## src/rtl/pc_fetch_unit.sv

```systemverilog
// pc_fetch_unit: program counter and IF/ID pipeline register.
// A four-state controller (IDLE/RUN/STEP/HALT) decides when a fetch happens.
// Each fetch latches {PC, PC+PC_STEP, instruction, valid} and advances the PC.
// Per-cycle priority outside HALT: redirect > stall > fetch > idle.
module pc_fetch_unit #(
  parameter int                   ADDR_W       = 32,
  parameter int                   INSTR_W      = 32,
  parameter int                   PC_STEP      = 4,
  parameter logic [ADDR_W-1:0]    RESET_VECTOR = '0,
  parameter logic [INSTR_W-1:0]   HALT_WORD    = '1,
  parameter int                   CNT_W        = 16
) (
  input  logic               clk,
  input  logic               pc_reset_n,
  input  logic               pc_enable,
  input  logic               step_req,
  input  logic               stall,
  input  logic               redirect_valid,
  input  logic [ADDR_W-1:0]  redirect_addr,
  output logic [ADDR_W-1:0]  imem_addr,
  input  logic [INSTR_W-1:0] imem_rdata,
  output logic [ADDR_W-1:0]  if_pc_out,
  output logic [ADDR_W-1:0]  if_pc_plus_out,
  output logic [INSTR_W-1:0] if_instr_out,
  output logic               if_valid_out,
  output logic [1:0]         state_out,
  output logic               halted,
  output logic [CNT_W-1:0]   fetch_count
);

  typedef enum logic [1:0] {
    IDLE = 2'b00,
    RUN  = 2'b01,
    STEP = 2'b10,
    HALT = 2'b11
  } state_t;

  // PC_STEP is a power of two, so clearing the low bits aligns a target.
  localparam logic [ADDR_W-1:0] STEP_A     = ADDR_W'(PC_STEP);
  localparam logic [ADDR_W-1:0] ALIGN_MASK = ~(STEP_A - ADDR_W'(1));
  localparam logic [CNT_W-1:0]  CNT_MAX    = '1;

  state_t              state_q;
  state_t              state_nxt;
  logic [ADDR_W-1:0]   pc_q;
  logic [ADDR_W-1:0]   pc_next_seq;
  logic                is_halted;
  logic                take_redirect;
  logic                do_fetch;
  logic                fetched_halt;

  assign imem_addr   = pc_q;
  assign pc_next_seq = pc_q + STEP_A;  // wraps modulo 2^ADDR_W

  // Per-cycle decode; HALT masks every external control input.
  always_comb begin
    is_halted     = (state_q == HALT);
    take_redirect = !is_halted && redirect_valid;
    do_fetch      = ((state_q == RUN) || (state_q == STEP)) && !redirect_valid && !stall;
    fetched_halt  = do_fetch && (imem_rdata == HALT_WORD);
  end

  // State register.
  always_ff @(posedge clk or negedge pc_reset_n) begin
    if (!pc_reset_n) state_q <= IDLE;
    else             state_q <= state_nxt;
  end

  // Next-state logic; redirect or stall freezes the state in IDLE/RUN/STEP.
  always_comb begin
    // NOTE: assign a default before the case so no path leaves state_nxt unassigned and infers a latch.
    state_nxt = state_q;
    unique case (state_q)
      IDLE: begin
        if (!redirect_valid && !stall) begin
          if (pc_enable)     state_nxt = RUN;
          else if (step_req) state_nxt = STEP;
        end
      end
      RUN: begin
        if (do_fetch) begin
          if (fetched_halt)    state_nxt = HALT;
          else if (!pc_enable) state_nxt = IDLE;
        end
      end
      STEP: begin
        if (do_fetch) state_nxt = fetched_halt ? HALT : IDLE;
      end
      HALT:    state_nxt = HALT;
      default: state_nxt = IDLE;
    endcase
  end

  // FSM outputs.
  always_comb begin
    state_out = state_q;
    halted    = (state_q == HALT);
  end

  // PC, IF/ID register and fetch counter.
  always_ff @(posedge clk or negedge pc_reset_n) begin
    // NOTE: non-blocking assignments so every register samples pre-edge values regardless of statement order.
    if (!pc_reset_n) begin
      pc_q           <= RESET_VECTOR;
      if_pc_out      <= '0;
      if_pc_plus_out <= '0;
      if_instr_out   <= '0;
      if_valid_out   <= 1'b0;
      fetch_count    <= '0;
    end else if (is_halted) begin
      // Halt word stays visible but is only valid on the entry cycle.
      if_valid_out <= 1'b0;
    end else if (take_redirect) begin
      pc_q         <= redirect_addr & ALIGN_MASK;
      if_instr_out <= '0;
      if_valid_out <= 1'b0;
    end else if (stall) begin
      // Hold everything.
    end else if (do_fetch) begin
      if_pc_out      <= pc_q;
      if_pc_plus_out <= pc_next_seq;
      if_instr_out   <= imem_rdata;
      if_valid_out   <= 1'b1;
      if (!fetched_halt)         pc_q        <= pc_next_seq;
      if (fetch_count != CNT_MAX) fetch_count <= fetch_count + CNT_W'(1);
    end else begin
      if_valid_out <= 1'b0;
    end
  end

endmodule

```

## config.mk

```make
export PLATFORM = sky130hd
export DESIGN_NAME = pc_fetch_unit
export DESIGN_NICKNAME = d
export VERILOG_FILES = /design/src/rtl/pc_fetch_unit.sv
export SDC_FILE = /design/constraint.sdc
export NUM_CORES = 1
export LEC_CHECK = 0
export BUFFER_PORTS_ARGS = -buffer_cell sky130_fd_sc_hd__buf_2
export CAP_MARGIN = 20
export CORE_MARGIN = 1.5
export CORE_UTILIZATION = 50
export DETAILED_ROUTE_END_ITERATION = 7
export GPL_TIMING_DRIVEN = 0
export HOLD_SLACK_MARGIN = 0.06
export PLACE_DENSITY = 0.78
export SYNTH_ARGS = -nofsm -noshare
export SYNTH_HDL_FRONTEND = slang
export SYNTH_SLANG_ARGS = --single-unit
```

## constraint.sdc

```tcl
create_clock -name clk -period 2.84 [get_ports clk]
set_input_delay 0.852 -clock clk [delete_from_list [all_inputs] [get_ports clk]]
set_output_delay 0.852 -clock clk [all_outputs]
set_load 0.02 [all_outputs]
```

# Yosys cells after proc, flatten, opt, wreduce, memory -nomap -nowiden
# Index checks and enable logic that the tools add are counted.
# word_totals
regBits,147
input_bits,70
out_inout_bits,148
wordCells,61
# op_classes
addsub,2
eq_ne,13
mux,20
bitwise,3
n_reduce_logical,16
# ops
operator,n
32-bit 2-to-1 mux,7
"32-bit by 3-bit adder with 32-bit output, second input constant",1
"32-bit == test, second input constant",1
"16-bit by 1-bit adder with 16-bit output, second input constant",1
2-bit 2-to-1 mux,8
"16-bit != test, second input constant",1
5-bit AND reduction,2
"2-bit != test, second input constant",4
2-bit case mux with 4 select lines,1
4-bit AND reduction,2
"3-bit != test, second input constant",2
1-bit logical AND,5
"2-bit == test, second input constant",2
1-bit 2-to-1 mux,4
1-bit zero test,3
"3-bit by 1-bit != test with 1-bit output, second input constant",1
1-bit NOT,3
3-bit AND reduction,1
"2-bit by 1-bit == test with 1-bit output, second input constant",1
2-bit zero test,1
"2-bit by 1-bit != test with 1-bit output, second input constant",1
2-bit nonzero test,1
1-bit logical OR,1

# Depth between registers and ports, before layout
# logic_depth
ltp_word,9
ltp_mapped,9
ltp_nobuf,7

# Worst setup path after synthesis
# No wires, ideal clock.
# synth_path
path_type,input -> register
from,input port imem_rdata[30]
to,"register pc_q[20], in the netlist imem_addr[20]"
setup_time_ps,124
t_arrival_ps,2304
t_required_ps,2716
setup_slack_ps,412
stages,6
path_buffers,1
path_cell_list,nand4_1 -> or4_4 -> o21ai_4 -> buf_6 -> mux2i_1 -> a211o_1
# synth_via
elab_chain_cells,4
# synth_rtl
element,line,rtl
"start, declared",21,"input logic [INSTR_W-1:0] imem_rdata,"
32-bit == test,60,fetched_halt = do_fetch && (imem_rdata == HALT_WORD);
1-bit logical AND,60,
2-bit != test (no line),n/a,
4-bit AND reduction (no line),n/a,
"end signal, assigned",114,pc_q <= redirect_addr & ALIGN_MASK;
"end signal, assigned",124,if (!fetched_halt) pc_q <= pc_next_seq;
"end, declared",45,logic [ADDR_W-1:0] pc_q;
# No other way between the ends.
# A chain may end at the register's enable or synchronous reset.

# Final worst setup path
# layout_path
from,"register pc_q[2], in the netlist imem_addr[2]"
to,"register pc_q[24], in the netlist imem_addr[24]"
# layout_via
elab_chain_cells,5
# layout_rtl
element,line,rtl
32-bit by 3-bit adder with 32-bit output,53,assign pc_next_seq = pc_q + STEP_A;
32-bit 2-to-1 mux,124,
32-bit 2-to-1 mux,119,end else if (do_fetch) begin
32-bit 2-to-1 mux,117,end else if (stall) begin
32-bit 2-to-1 mux,113,end else if (take_redirect) begin
# No other way between the ends. The select of a mux whose other input is x is not followed.

==> results.json <==
{
  "status": "complete, no violations",
  "p_switching_mw": 3.81,
  "swShare_pct": 42.6,
  "async_reset_ff_share_pct": 100,
  "nFillCells": 1179,
  "min_path_type": "input port to asynchronous set/reset pin",
  "power_density_nw_per_um2": 1010,
  "cts_tree": "built",
  "drt_iter0_drc": 624,
  "netlist-cell-type-count": 62,
  "cts_root_buffer": "clkbuf_16",
  "ys_warn_count": 0,
  "via_count": 6630,
  "timing.fmax_ghz": 0.382,
  "slew_headroom_pct": 50.9,
  "antenna_found_initial": 1,
  "drive_gt1_share_pct": 28.8,
  "place.gp.congestion": 0.856,
  "cpMaxStageDelayCell": "nor4_2",
  "synth_seq_cells": 141,
  "critPathBufInv": 0,
  "hold_buffers": 0,
  "grt.overflow.total": 0,
  "startpoint_type": "flip-flop",
  "grt_setup_unrepaired": "false",
  "cts_max_level": 4,
  "fin_tns_setup_ns": 0,
  "stdcell_count": 1186,
  "start_util_pct": 51.9,
  "seq_power_share_pct": 36.5,
  "reg2reg_from": "imem_addr[2]",
  "pin_count": 218,
  "tightest_slew_ns": 0.730,
  "grt_max_degree": 93,
  "yosysMostFrequentCell": "nand2_1",
  "setup_viol": 0,
  "drv_slew": 0,
  "grt_pass1_wl_um": 32800,
  "avgSynthCellArea_um2": 9.18,
  "clock_latency_ns": 0.42,
  "synth_ff_type": "dfrtp_1",
  "reg2reg_to": "imem_addr[24]",
  "clockPowerShare_pct": 23.7,
  "cts_sinks": 141,
  "rows": 42,
  "period_share_pct": 92.2,
  "grt_pass1_vias": 6239,
  "ys_top_cells_by_count": "nand2_1 (221), dfrtp_1 (141), o21ai_0 (73)",
  "crit_arrival_ns": 2.96,
  "die_height_um": 121,
  "crit_chain": "ha_1 > nand3_1 > nor4_2 > nand2_1 > or3_1 > a31oi_1",
  "crit_type": "flip-flop to flip-flop",
  "synth.area.top_cells": "dfrtp_1 (51%), nand2_1 (12%), o21ai_0 (5.2%)",
  "synth-edff-count": 0,
  "cp_top_family": "simple AND/OR/NAND/NOR gates",
  "cp_slowest_stage_delay_ns": 0.72,
  "max-cap-violations": 0,
  "combPwrFrac_pct": 39.8,
  "dpl.hpwl_um": 15300,
  "synth_cells": 760,
  "via_per_inst": 5.59,
  "die_w_um": 121,
  "crit_fanout": 8,
  "grt_usage_pct": 29.4,
  "period_minus_slack_ns": 2.62,
  "internal_power_mw": 5.13,
  "hold_viol": 0,
  "area_delta_synth_final_pct": 27.1,
  "skew_ns": 0.00828,
  "netlist.area_leader.share_pct": 50.6,
  "nets": 1072,
  "clkTransAtPathRegs_ns": 0.06,
  "seqCellArea_um2": 3530,
  "die_area_um2": 14700,
  "place_inst": 1151,
  "total_power_mw": 8.94,
  "port-buffer-count": 209,
  "seq_area_frac_synth_pct": 50.6,
  "ant_nets": 0,
  "rr_worst_depth": 6,
  "cts_buffer_depth": 2,
  "crit_path_end_kind": "flip-flop",
  "wl_um": 20900,
  "hold_slack_ns": 0.360,
  "critPathRequiredTime_ns": 3.18,
  "drc": 0,
  "wl_per_cell_um": 17.6,
  "drt_pass1_iterations": 5,
  "coreArea_um2": 13500,
  "reg2reg_slack_ns": 0.22,
  "netlist_area_um2": 6980,
  "multi_input_area_um2": 3180,
  "ir_drop_v": 0.000471,
  "synth_area_leader_cell": "dfrtp_1",
  "cts_made_buffers": 17,
  "p_leak_nw": 4.24
}
## power groups by stage
stage | Clock, mW | Sequential, mW | Combinational (mW)
4_1_cts | 2.12 | 3.26 | 3.57
5_1_grt | 2.22 | 3.36 | 3.87
6_report | 2.12 | 3.27 | 3.56
2_1_floorplan | 0 | 4.05 | 1.39
3_3_place_gp | 0 | 3.26 | 3.47
3_5_place_dp | 0 | 3.27 | 3.55
## worst max-delay path by stage
| stage | startpoint | end | cells past startpoint |
|---|---|---|---|
| 2_1_floorplan | imem_rdata[30] | imem_addr[20] | 6 |
| 3_3_place_gp | pc_reset_n | fetch_count[13] | 1 |
| 3_5_place_dp | stall | if_pc_plus_out[4] | 5 |
| 4_1_cts | state_out[0] | if_pc_out[22] | 8 |
| 5_1_grt | state_out[0] | fetch_count[12] | 9 |
| 6_report | imem_addr[2] | imem_addr[24] | 6 |
## worst reg2reg max path: stages (launching register included)
cell	delay (ns)
dfrtp_1	0.57
ha_1	0.31
nand3_1	0.19
nor4_2	0.72
nand2_1	0.23
or3_1	0.36
a31oi_1	0.17
## area by class of cell
| type | count | share of cell area [%] |
|---|---|---|
| Antenna cell | 1 | 0.0282 |
| Buffer | 55 | 3.02 |
| Inverter | 6 | 0.254 |
| Sequential cell | 141 | 39.8 |
| Clock inverter | 11 | 1.06 |
| Clock buffer | 21 | 5.19 |
| Multi-Input combinational cell | 563 | 35.9 |
| Tap cell | 176 | 2.48 |
| Timing Repair Buffer | 212 | 12.3 |
## registers in the layout, summed over array words and instances (netlist names)
register / count
fetch_count: 16
if_instr_out: 32
if_pc_out: 30
if_pc_plus_out: 30
if_valid_out: 1
imem_addr: 30
state_out: 2
## cells in the final DEF, fill, tap and decap left out, types with 7 or more instances in the layout
master     count
dfrtp_1      141
buf_2        216
nand3_1       25
a211oi_1       7
buf_4          9
nor2_1        36
xnor2_1       35
nand4_1       21
o21ai_1       10
clkbuf_1      37
a31oi_1        9
o21ai_0       73
clkbuf_16     17
xor2_1        19
a21oi_1        7
or3_1          8
nand2_1      221
## kinds of logic (layout without fill, tap and decap cells)
group / Yosys count / in the layout / synth area share [%]
AO/OA/AOI/OAI: 134 / 134 / 12.1
XOR/XNOR: 54 / 54 / 6.78
adder cells (fa/ha/maj): 6 / 6 / 1.08
buffers and inverters: 61 / 305 / 4.14
flip-flops: 141 / 141 / 50.6
multiplexers: 8 / 8 / 1.24
other: 1 / 7 / 0.0537
AND/OR/NAND/NOR: 355 / 355 / 24.0
## metal layers
layer / part of all wire, % / track usage [%] / up-vias
li1: - / - / 3069
met1: 43 / 39.7 / 3224
met2: 47 / 46.9 / 303
met3: 8.0 / 6.53 / 34
met4: 2.0 / 10.1 / 0
met5: 0 / 0 / -
## metrics by stage
step	util (%)	area [um^2]	setup slack (ns)
3_3_place_gp	61.4	8260	-1.08
2_1_floorplan	-	7000	0.412
5_1_grt	65.9	8870	0.0412
4_1_cts	65.9	8870	0.0722
3_5_place_dp	61.7	8300	-0.316
6_report	65.9	8870	0.221
## repair_timing
action                     CTS  global route
setup endpoints to repair   11            10
hold endpoints to repair     0             0
gates resized for setup      0             2
setup buffers                2             0
No activity file was read; power rests on OpenSTA's default activity.
